File: src/rtl/serial_sub_ctrl.sv
// serial_sub_ctrl: bit-serial unsigned subtractor sequencer.
// Computes diff = a - b one bit per clock, LSB first, through a single
// full-subtractor slice with a registered borrow. start/busy/done handshake.
module serial_sub_ctrl #(
    parameter int unsigned WIDTH = 8
) (
    input  logic             clk,
    input  logic             rst_n,
    input  logic             start,
    input  logic [WIDTH-1:0] a,
    input  logic [WIDTH-1:0] b,
    output logic             busy,
    output logic             done,
    output logic [WIDTH-1:0] diff,
    output logic             bo
);

    localparam int unsigned CNT_W = (WIDTH > 1) ? $clog2(WIDTH) : 1;
    localparam logic [CNT_W-1:0] LAST = CNT_W'(WIDTH - 1);

    typedef enum logic [1:0] {StIdle, StRun, StDone} state_e;

    state_e             state_q, state_d;
    logic [WIDTH-1:0]   a_sr_q, a_sr_d;
    logic [WIDTH-1:0]   b_sr_q, b_sr_d;
    logic [WIDTH-1:0]   diff_q, diff_d;
    logic [CNT_W-1:0]   cnt_q, cnt_d;
    logic               br_q, br_d;
    logic               bo_q, bo_d;

    logic               x, y, dbit, br_next;

    // One subtractor slice on the current LSBs of the operand shift registers.
    always_comb begin
        x       = a_sr_q[0];
        y       = b_sr_q[0];
        dbit    = x ^ y ^ br_q;
        br_next = (~x & y) | (~(x ^ y) & br_q);
    end

    // Sequencer next-state and datapath updates; everything holds by default.
    always_comb begin
        state_d = state_q;
        a_sr_d  = a_sr_q;
        b_sr_d  = b_sr_q;
        diff_d  = diff_q;
        cnt_d   = cnt_q;
        br_d    = br_q;
        bo_d    = bo_q;
        unique case (state_q)
            StIdle: begin
                if (start) begin
                    a_sr_d  = a;
                    b_sr_d  = b;
                    br_d    = 1'b0;
                    diff_d  = '0;
                    cnt_d   = '0;
                    state_d = StRun;
                end
            end
            StRun: begin
                // Difference bits enter at the MSB so bit i lands at diff[i]
                // after WIDTH shifts; shift form keeps WIDTH=1 legal.
                diff_d            = diff_q >> 1;
                diff_d[WIDTH-1]   = dbit;
                a_sr_d            = a_sr_q >> 1;
                b_sr_d            = b_sr_q >> 1;
                br_d              = br_next;
                cnt_d             = cnt_q + 1'b1;
                if (cnt_q == LAST) begin
                    bo_d    = br_next;
                    state_d = StDone;
                end
            end
            StDone: begin
                state_d = StIdle;
            end
            default: begin
                state_d = StIdle;
            end
        endcase
    end

    // State and datapath registers with asynchronous clear.
    always_ff @(posedge clk or negedge rst_n) begin
        if (!rst_n) begin
            state_q <= StIdle;
            a_sr_q  <= '0;
            b_sr_q  <= '0;
            diff_q  <= '0;
            cnt_q   <= '0;
            br_q    <= 1'b0;
            bo_q    <= 1'b0;
        end else begin
            state_q <= state_d;
            a_sr_q  <= a_sr_d;
            b_sr_q  <= b_sr_d;
            diff_q  <= diff_d;
            cnt_q   <= cnt_d;
            br_q    <= br_d;
            bo_q    <= bo_d;
        end
    end

    assign busy = (state_q == StRun);
    assign done = (state_q == StDone);
    assign diff = diff_q;
    assign bo   = bo_q;

endmodule

File: config.mk
export PLATFORM = sky130hd
export DESIGN_NAME = serial_sub_ctrl
export DESIGN_NICKNAME = d
export VERILOG_FILES = /design/src/rtl/serial_sub_ctrl.sv
export SDC_FILE = /design/constraint.sdc
export NUM_CORES = 1
export LEC_CHECK = 0
export CORE_AREA = 5 5 64 66
export DETAILED_ROUTE_END_ITERATION = 7
export DIE_AREA = 0 0 69 71
export PLACE_DENSITY = 0.71
export SETUP_SLACK_MARGIN = 0.02
export SLEW_MARGIN = 0
export SYNTH_ARGS = -nofsm -noshare
export SYNTH_HDL_FRONTEND = slang
export SYNTH_SLANG_ARGS = --single-unit
File: constraint.sdc
create_clock -name clk -period 1.95 [get_ports clk]
set_clock_uncertainty 0.1 [all_clocks]
set_input_delay 0.2925 -clock clk [delete_from_list [all_inputs] [get_ports clk]]
set_output_delay 0.2925 -clock clk [all_outputs]
set_load 0.005 [all_outputs]
==> results.json <==
{
  "outcome": "finished clean",
  "cp-start-kind": "flop",
  "place_area_sq_um": 1881,
  "drtAntennaViolNets": 0,
  "synth-seq-area-share_pct": 50.16,
  "clk_pin_slew_ps": 100,
  "nets": 182,
  "setup_slack_ps": 91.13,
  "routedWlPerCell_microns": 14.50,
  "cts_buffer_depth": 2,
  "port_buffers": 29,
  "holdWs_ps": 243.8,
  "cp_max_fo": 4,
  "fin_area_sq_um": 1986,
  "dp_cells": 199,
  "syn_area_per_cell_sq_um": 12.27,
  "rows": 22,
  "max_stage_delay_ps": 520,
  "synth_cells": 126,
  "cts-buffers-inserted": 5,
  "end_kind": "primary output",
  "yosysWarnings": 0,
  "drive_gt1_share_pct": 21.74,
  "dieArea_sq_um": 4899,
  "overflow": 0,
  "timing.fmax_mhz": 538.0,
  "dp_hpwl_microns": 2104,
  "seq_power_share_pct": 38.5,
  "worst_path_max_delay_cell": "clkdlybuf4s50_1",
  "fin_util_pct": 56.36,
  "critPathKind": "flop to primary output",
  "p_int_mw": 1.934,
  "start_util_pct": 43.89,
  "ioPinCount": 30,
  "cp_top_family": "buffers and inverters",
  "power_density_nw_per_um2": 1462,
  "fin_crit_ps": 1859,
  "cts_tree": "yes",
  "finalPower_mw": 2.904,
  "drt_iter0_drc": 63,
  "layout.cells.most_common_list": "30 x dfrtp_1, 29 x clkdlybuf4s50_1, 17 x inv_1",
  "setup_viol": 0,
  "root_buffer": "clkbuf_4",
  "period_share_pct": 95.33,
  "syn_area_sq_um": 1546,
  "leakagePower_nw": 0.8502,
  "drc": 0,
  "crit_required_ps": 1560,
  "syn-num-nets": 148,
  "swShare_pct": 33.39,
  "r2r_cells": 3,
  "switchingPower_mw": 0.9695,
  "rsz0062_at_grt": "false",
  "avgViaCountPerCell": 5.254,
  "max_slew_margin_pct": 49.41,
  "cp-startpoint": "state_q[1]$_DFFE_PN0P_",
  "drv_slew": 0,
  "synth_cell_types": 22,
  "hp-class": "primary input to async pin",
  "path_cells": "nor2b_2 > clkdlybuf4s50_1",
  "num_vias": 1098,
  "critPathBufInv": 1,
  "clk_latency_ps": 340,
  "arrival_ps": 1470,
  "worstReg2RegStart": "state_q[0]$_DFFE_PN0P_",
  "first_pass_iters": 4,
  "track_usage_pct": 13.51,
  "n_antenna_cell": 0,
  "instances_no_fill": 209,
  "worstSetupPathDepth": 2,
  "grt_pass1_vias": 1133,
  "area_growth_syn_to_layout_pct": 28.40,
  "layout_commonest_cell": "dfrtp_1",
  "hold_viol": 0,
  "coreArea_sq_um": 3523,
  "htreeDepth": 2,
  "cap_violations": 0,
  "synth_seq_cells": 31,
  "grt_pass1_wl_microns": 5244,
  "fp.dieH_microns": 71,
  "grt_max_degree": 32,
  "p_comb_share_pct": 43.3,
  "pre_cts_ws_ps": 97.15,
  "pwr-share-clk_pct": 18.2,
  "clock-sinks": 31,
  "routed_wl_microns": 3031,
  "antenna_found_initial": 0,
  "worst_pin_slew_ps": 756.9,
  "ir_drop_mv": 0.6835,
  "die_width_microns": 69,
  "gp_congestion": 0.7322,
  "setup_tns_ps": 0
}
==> final cells by class <==
| cell class | instances | area, sq um |
|---|---|---|
| Fill cell | 335 | 1538 |
| Sequential cell | 31 | 777.0 |
| Clock buffer | 6 | 51.30 |
| Inverter | 17 | 63.81 |
| Multi-Input combinational cell | 67 | 640.6 |
| Clock inverter | 2 | 35.03 |
| Timing Repair Buffer | 38 | 357.8 |
| Tap cell | 48 | 60.06 |
==> cell usage after synthesis (all sizes together) <==
library cell  instances  area share, %
dfrtp                31             50
inv                  17            4.1
nor3b                14            6.8
nor4b                14            9.1
a211oi               13            9.2
a22o                 13            7.4
buf                   9            4.0
clkbuf                2           0.49
ha                    2            1.6
mux2                  2            1.5
nand2b                2           0.81
nor2b                 2           0.97
a21oi                 1           0.32
a221oi                1           0.57
fa                    1            1.3
nand3b                1           0.49
o21bai                1            1.2
==> registers in the layout, indices dropped and copies added, names as in the netlist <==
signal	flops
a_sr_q	8
b_sr_q	8
cnt_q	3
bo	1
diff	8
br_q	1
state_q	2
==> power by group through the flow <==
stage | Combinational, mW | Sequential (mW) | Clock (mW)
2_1_floorplan | 0.890 | 1.08 | 0
3_3_place_gp | 1.19 | 1.12 | 0
3_5_place_dp | 1.24 | 1.14 | 0
4_1_cts | 1.25 | 1.13 | 0.542
5_1_grt | 1.39 | 1.15 | 0.571
6_report | 1.26 | 1.12 | 0.527
==> per-layer routing <==
layer / share of wire (%) / wire, microns / track usage, %
met5: 0 / 0 / 0
met4: 1.7 / 52 / 5.857
met3: 5.6 / 170 / 5.256
met2: 46 / 1406 / 22.14
met1: 46 / 1402 / 15.75
==> cells by family (layout without fill, tap and decap cells) <==
group	Yosys count	in the layout	share of synthesized area, %
buf+inv	28	63	8.576
simple gates	33	33	18.20
fa+ha+maj	3	3	2.912
compound gates	29	29	18.69
mux	2	2	1.456
flops	31	31	50.16
==> path summary, 6_finish.rpt <==
| check | to | slack (ps) |
|---|---|---|
| worst max register to register | cnt_q[0]$_DFFE_PN0P_ | 290 |
| min in group clk | cnt_q[1]$_DFFE_PN0P_ | 410 |
| worst min-delay path | diff[7]$_DFFE_PN0P_ | 240 |
| worst max-delay path | done | 90 |
| worst min register to register | cnt_q[1]$_DFFE_PN0P_ | 410 |
| max in group asynchronous | state_q[0]$_DFFE_PN0P_ | 1190 |
==> what timing repair did <==
item / in CTS / in global routing
buffers inserted: 0 / 2
setup endpoints to repair: 2 / 2
hold buffers: 0 / 0
resized for setup: 2 / 0
endpoints found under the hold margin: 0 / 0
No activity file was read; power rests on OpenSTA's default activity.
